===== src/rtl/ifq_fetch_unit.sv =====
// Instruction fetch queue: single-outstanding I-cache fetch, DEPTH-entry {inst, pc+4} buffer, redirect flush.
// Optional macro IFQ_FLUSH_CNT_EN adds a saturating 16-bit flush_count output.
module ifq_fetch_unit #(
    parameter int          DEPTH    = 4,
    parameter logic [31:0] RESET_PC = 32'h0000_0000
) (
    input  logic        clk,
    input  logic        rst,
    input  logic        redirect_valid,
    input  logic [31:0] jmp_branch_address,
    output logic        icache_rd_en,
    output logic [31:0] icache_addr,
    input  logic        icache_valid,
    input  logic [31:0] icache_data,
    input  logic        ifq_rd_en,
    output logic [31:0] inst_out,
    output logic [31:0] pc_plus4_out,
    output logic        ifq_empty,
    output logic        ifq_full
`ifdef IFQ_FLUSH_CNT_EN
    ,
    output logic [15:0] flush_count
`endif
);

    localparam int               PTR_W     = $clog2(DEPTH);
    localparam logic [PTR_W:0]   L_DEPTH   = (PTR_W+1)'(DEPTH);
    localparam logic [PTR_W:0]   L_CNT_ONE = (PTR_W+1)'(1);
    localparam logic [PTR_W-1:0] L_PTR_ONE = PTR_W'(1);

    typedef enum logic [1:0] {
        S_FETCH = 2'd0,
        S_WAIT  = 2'd1,
        S_DROP  = 2'd2
    } state_t;

    state_t           r_state;
    logic [31:0]      r_fetch_pc;
    logic [31:0]      r_req_addr;
    logic [PTR_W-1:0] r_wr_ptr;
    logic [PTR_W-1:0] r_rd_ptr;
    logic [PTR_W:0]   r_count;
    logic [63:0]      r_mem [DEPTH];

    logic        w_empty;
    logic        w_full;
    logic        w_issue;
    logic        w_wr;
    logic        w_rd;
    logic [63:0] w_head;

    assign w_empty = (r_count == '0);
    assign w_full  = (r_count == L_DEPTH);

    // Request is combinational from FETCH so a response-then-request pair costs only 2 cycles;
    // gating with rst keeps the strobe low while reset is held.
    assign w_issue = rst && (r_state == S_FETCH) && !w_full && !redirect_valid;
    assign w_wr    = (r_state == S_WAIT) && icache_valid && !redirect_valid;
    assign w_rd    = ifq_rd_en && !w_empty && !redirect_valid;

    assign icache_rd_en = w_issue;
    assign icache_addr  = w_issue ? r_fetch_pc : 32'h0;

    assign w_head       = r_mem[r_rd_ptr];
    assign inst_out     = w_empty ? 32'h0 : w_head[63:32];
    assign pc_plus4_out = w_empty ? 32'h0 : w_head[31:0];
    assign ifq_empty    = w_empty;
    assign ifq_full     = w_full;

    // NOTE: sequential state uses non-blocking assignments so every register samples pre-edge values.
    always_ff @(posedge clk or negedge rst) begin
        if (!rst) begin
            r_state    <= S_FETCH;
            r_fetch_pc <= RESET_PC;
            r_req_addr <= 32'h0;
            r_wr_ptr   <= '0;
            r_rd_ptr   <= '0;
            r_count    <= '0;
        end else if (redirect_valid) begin
            r_wr_ptr   <= '0;
            r_rd_ptr   <= '0;
            r_count    <= '0;
            r_fetch_pc <= jmp_branch_address;
            if (r_state == S_FETCH) begin
                r_state <= S_FETCH;
            end else begin
                r_state <= icache_valid ? S_FETCH : S_DROP;
            end
        end else begin
            if (w_wr) begin
                r_wr_ptr <= r_wr_ptr + L_PTR_ONE;
            end
            if (w_rd) begin
                r_rd_ptr <= r_rd_ptr + L_PTR_ONE;
            end
            case ({w_wr, w_rd})
                2'b10:   r_count <= r_count + L_CNT_ONE;
                2'b01:   r_count <= r_count - L_CNT_ONE;
                default: r_count <= r_count;
            endcase

            case (r_state)
                S_FETCH: begin
                    if (w_issue) begin
                        r_req_addr <= r_fetch_pc;
                        r_fetch_pc <= r_fetch_pc + 32'd4;
                        r_state    <= S_WAIT;
                    end
                end
                S_WAIT: begin
                    if (icache_valid) begin
                        r_state <= S_FETCH;
                    end
                end
                S_DROP: begin
                    if (icache_valid) begin
                        r_state <= S_FETCH;
                    end
                end
                default: r_state <= S_FETCH;
            endcase
        end
    end

    // NOTE: queue storage has no reset; count and pointers alone define which entries are valid.
    always_ff @(posedge clk) begin
        if (w_wr) begin
            r_mem[r_wr_ptr] <= {icache_data, r_req_addr + 32'd4};
        end
    end

`ifdef IFQ_FLUSH_CNT_EN
    logic [15:0] r_flush_count;

    always_ff @(posedge clk or negedge rst) begin
        if (!rst) begin
            r_flush_count <= 16'h0;
        end else if (redirect_valid && (r_flush_count != 16'hFFFF)) begin
            r_flush_count <= r_flush_count + 16'd1;
        end
    end

    assign flush_count = r_flush_count;
`endif

endmodule

===== config.mk =====
export PLATFORM = sky130hd
export DESIGN_NAME = ifq_fetch_unit
export DESIGN_NICKNAME = d
export VERILOG_FILES = /design/src/rtl/ifq_fetch_unit.sv
export SDC_FILE = /design/constraint.sdc
export NUM_CORES = 1
export LEC_CHECK = 0
export BUFFER_PORTS_ARGS = -buffer_cell sky130_fd_sc_hd__buf_2
export CORE_MARGIN = 8
export CORE_UTILIZATION = 50
export CTS_CLUSTER_SIZE = 14
export DETAILED_ROUTE_END_ITERATION = 6
export PLACE_DENSITY = 0.77
export SYNTH_ARGS = -nofsm -noshare
export SYNTH_HDL_FRONTEND = slang
export SYNTH_SLANG_ARGS = --single-unit

===== constraint.sdc =====
create_clock -name clk -period 9.1 [get_ports clk]
set_input_delay 0.91 -clock clk [delete_from_list [all_inputs] [get_ports clk]]
set_output_delay 0.91 -clock clk [all_outputs]
set_load 0.005 [all_outputs]

# Word level (Yosys, flattened, before mapping)
# Memory sizes are Yosys's and may differ from the RTL's.
# Index checks and enable logic that the tools add are counted.
# word_totals
word_cells,62
input_bits,69
ram_bits,256
regBits,73
n_memories,1
# mem_list
name,words,word_bits,rd,rd_ports_with_merged_regs,write_ports,line,text
r_mem,4,64,1,0,1,43,logic [63:0] r_mem [DEPTH];
# classes
n_eq_ne,7
n_reduce_logical,21
add_sub_neg,6
mux,20
n_bitwise,1
# ops
op,n
$mux 32,6
$add 32x3->32 const B,2
$mux 2,9
$reduce_bool 2->1,4
$logic_and 1x1->1,7
$pmux 3 s2,1
$add 2x1->2 const B,2
$eq 2x1->1 const B,2
$eq 2x2->1 const B,2
$pmux 2 s2,1
$reduce_and 2->1,2
$add 3x1->3 const B,1
$eq 3x3->1 const B,1
$logic_not 1->1,3
$logic_not 3->1,1
$mux 3,1
$ne 3x1->1 const B,1
$ne 3x3->1 const B,1
$reduce_and 3->1,1
$reduce_bool 3->1,1
$sub 3x1->3 const B,1
$logic_not 2->1,1
$mux 1,2
$reduce_or 2->1,1
$not 1->1,1

# Logic depth before layout (Yosys ltp)
# depth
word_depth,7
depth_mapped,10
mapped_depth_nobuf,9

# Least setup slack after synthesis
# No wires, ideal clock.
# synth_timing
path_kind,input -> register
start,in redirect_valid
end,"mem r_mem[0][0], enable pin"
path_stages,4
required_ns,8.671
t_arrival_ns,3.084
setup_ns,0.429
slack_ns,5.586
cell_sequence,inv_1 clkbuf_1 clkbuf_1 and3_1
# synth_via
elab_chain_len,4
# synth_lines
element,line,text
from (decl),9,"input logic redirect_valid,"
$logic_not 1->1,58,assign w_wr = (r_state == S_WAIT) && icache_valid && !redirect_valid;
$logic_and 1x1->1,58,
$mux 1,127,if (w_wr) begin
$mux 1 (implied by the code),128,"r_mem[r_wr_ptr] <= {icache_data, r_req_addr + 32'd4};"
to (decl),43,
# Every way passes these cells.

# Final worst setup path
# layout_timing
start,in rst
end,out icache_addr[6]
# layout_via
elab_chain_len,4
# layout_lines
element,line,text
from (decl),8,"input logic rst,"
$logic_and 1x1->1 (3 in a row),57,assign w_issue = rst && (r_state == S_FETCH) && !w_full && !redirect_valid;
$mux 32,62,assign icache_addr = w_issue ? r_fetch_pc : 32'h0;
to (decl),12,"output logic [31:0] icache_addr,"
# Every way passes these cells.

==> impl_metrics.ini <==
[logic_synthesis]
synth_edf_count = 256
synth_top_area_share_pct = 54.5
synth_compound_area_share_pct = 3.06
synth_largest_area_cell = edfxtp_1
syn_avg_cell_area_um2 = 15.8
yosysUniqueCellTypes = 48
postSynthCellCount = 891
netlist_top_cells_count = edfxtp_1 (256), dfrtp_1 (73), nor2b_1 (71)
synth_area_leaders = edfxtp_1 (54%), dfrtp_1 (13%), mux4_2 (10%)
synthSimpleGateAreaFrac_pct = 11.7
synth_top_family_by_area = multiplexers
synth_most_common_cell = edfxtp_1
async_reset_ff_share_pct = 22.2
synth_warnings = 0
synth_nets = 969
synth_xor_area_share_pct = 2.54
synth_seq_cells = 329
synth_adder_area_share_pct = 0.851
muxShareOfSynthArea_pct = 12.8
ys.flop_type = edfxtp_1
netlist_area_um2 = 14100
seq_area_frac_synth_pct = 67.4

[clock_network]
clockRootBuffer = clkbuf_16
clk_path_buf_depth = 3
tritoncts = yes
clk_pin_slew_ns = 0.06
cts_buffers = 35
cts_setup_buffers = 0
numClockSinks = 329
cts_max_level = 2
cts_resized = 0
ctsHoldBuffers = 0
insertion_delay_ns = 0.51

[floorplan]
dieArea_um2 = 33900
io-pin-count = 168
die_y_um = 184
die_w_um = 184
start_util_pct = 50.8
rows = 61
core-area_um2 = 27800

[critical_path]
critPathKind = in -> out
crit_chain = buf_2, buf_4, nand3_1, nor2_4, buf_4, and2_1, buf_2
worstSetupStartpointType = input pin
worstPathMaxFanout = 79
cp_top_family = simple AND/OR/NAND/NOR gates
worstPathRequired_ns = 8.19
end_kind = output port
worstPathArrival_ns = 3.91
critPathBufInv = 4
reg2regPathDepth = 6
slowest_stage = nand3_1
max_stage_delay_ns = 0.73
cp_num_cells = 7

[final_layout]
fin_nets = 1137
utilization_pct = 59.2
diodes = 0
drive_above_1_share_pct = 30.4
area_growth_pct = 16.5

[grt]
grt_pass1_wl_um = 46800
grt_max_degree = 80
grt.overflow.total = 0
grt_pass1_vias = 8642
grt.total_usage_pct = 17.4
grt_antenna_before_repair = 0

[power_and_ir_drop]
p_int_mw = 3.12
power_frac_comb_pct = 23.2
p_per_area_nw_per_um2 = 265
p_seq_share_pct = 45.9
clkPwrFrac_pct = 31.0
peakVddDrop_mv = 0.127
p_leak_nw = 5.82
p_total_mw = 4.36
switching_power_mw = 1.24
switching_share_pct = 28.4

[sta]
fin_setup_tns_ns = 0
setup_viol = 0
finClkSkew_ns = 0.0208
fin_crit_sh_pct = 53.0
max_slew_margin_pct = 27.5
fmax_mhz = 207
worst_hold_slack_ns = 0.512
fin_ws_ns = 4.28
rsz0062_at_grt = no
finalHoldViolCount = 0
slew_viol_final = 0
max_slew.worst_pin.slew_ns = 1.09
min_period_ns = 4.82

[job]
maxCapViolations = 0

[min_path]
whs_path_depth = 2
hp-class = reg -> reg

[placed_design]
io_buffer_count = 167
dp_hpwl_um = 18400
dp_slack_ns = 4.18
gp_congestion = 0.864

[drt]
routed_wl_um = 29300
ant_nets = 0
vias = 8340
avgViaCountPerCell = 5.70
drc = 0
avgRoutedWirePerCell_um = 20.0
first_pass_iters = 5
drtIter0Drc = 620

[run_status]
status = finished clean
cells by family after synthesis:
logic type | Yosys count
xor gates and xnor gates | 41
muxes | 96
DFF | 329
adders and majority gates | 9
AOI/OAI and AO/OA | 68
and+or+nand+nor | 290
buffers and inverters | 58
power groups by stage:
| stage | combinational [mW] | clock, mW | sequential, mW |
|---|---|---|---|
| 2_1_floorplan | 0.702 | 0 | 1.95 |
| 3_3_place_gp | 1.01 | 0 | 2.02 |
| 3_5_place_dp | 1.03 | 0 | 2.03 |
| 4_1_cts | 1.04 | 1.38 | 2.00 |
| 5_1_grt | 1.13 | 1.44 | 2.02 |
| 6_report | 1.01 | 1.35 | 2.00 |
worst register-to-register path: cells and delay by family, from the launching register on:
family	cells	cell delay, ns
and+or+nand+nor	2	1.24
DFF	1	0.39
muxes	1	0.39
adders and majority gates	1	0.28
buffers and inverters	2	0.51
placed cells by master, fill, tap and decap left out, drive strengths merged, types with 4 or more instances in the layout:
cell type / n
nor2: 32
nor2b: 71
mux2: 30
dfrtp: 73
and2: 28
or3: 6
nand3b: 4
nand2: 34
or4: 20
xor2: 18
nor3: 13
clkbuf: 46
a31oi: 15
o21ai: 25
o31ai: 12
nand3: 29
and3: 14
mux4: 64
a21oi: 4
xnor2: 23
buf: 176
edfxtp: 256
inv: 14
nor4: 12
ha: 8
nand4: 14
clkinv: 14
stage by stage:
step	instance area (um2)	std cells
after floorplan	14100	891
after global placement	15300	1400
after detailed placement	15300	1400
after CTS	16400	1464
after global routing	16400	1464
final	16400	1464
layout make-up:
class	instances	area, um2
multi-input cells	504	4380
clock buffers	46	960
clock inverters	18	148
well taps	378	473
repair buffers	176	903
fillers	2173	11300
inverters	13	51.3
flip-flops and latches	329	9520
layer usage:
| layer | wire (um) | up-vias | GRT usage [%] |
|---|---|---|---|
| met5 | 0 | - | 0 |
| met4 | 395 | 0 | 3.90 |
| met3 | 2360 | 35 | 4.23 |
| met2 | 13400 | 342 | 27.2 |
| met1 | 13100 | 4171 | 24.5 |
| li1 | - | 3792 | - |
worst paths after layout:
kind                                  end  slack, ns           from
max                        icache_addr[6]       4.28            rst
max reg2reg                r_req_addr[17]       6.20     r_state[0]
min reg2reg                 r_fetch_pc[1]       0.51  r_fetch_pc[1]
max in group asynchronous     r_rd_ptr[0]       7.73            rst
min                         r_fetch_pc[1]       0.51  r_fetch_pc[1]
min in group asynchronous   r_fetch_pc[1]       0.63            rst
sequential cells by signal, indices dropped and copies added, names as in the netlist:
register    flops
r_mem         256
r_rd_ptr        2
r_wr_ptr        2
r_count         3
r_req_addr     32
r_fetch_pc     32
r_state         2
No activity file was read; power rests on OpenSTA's default activity.
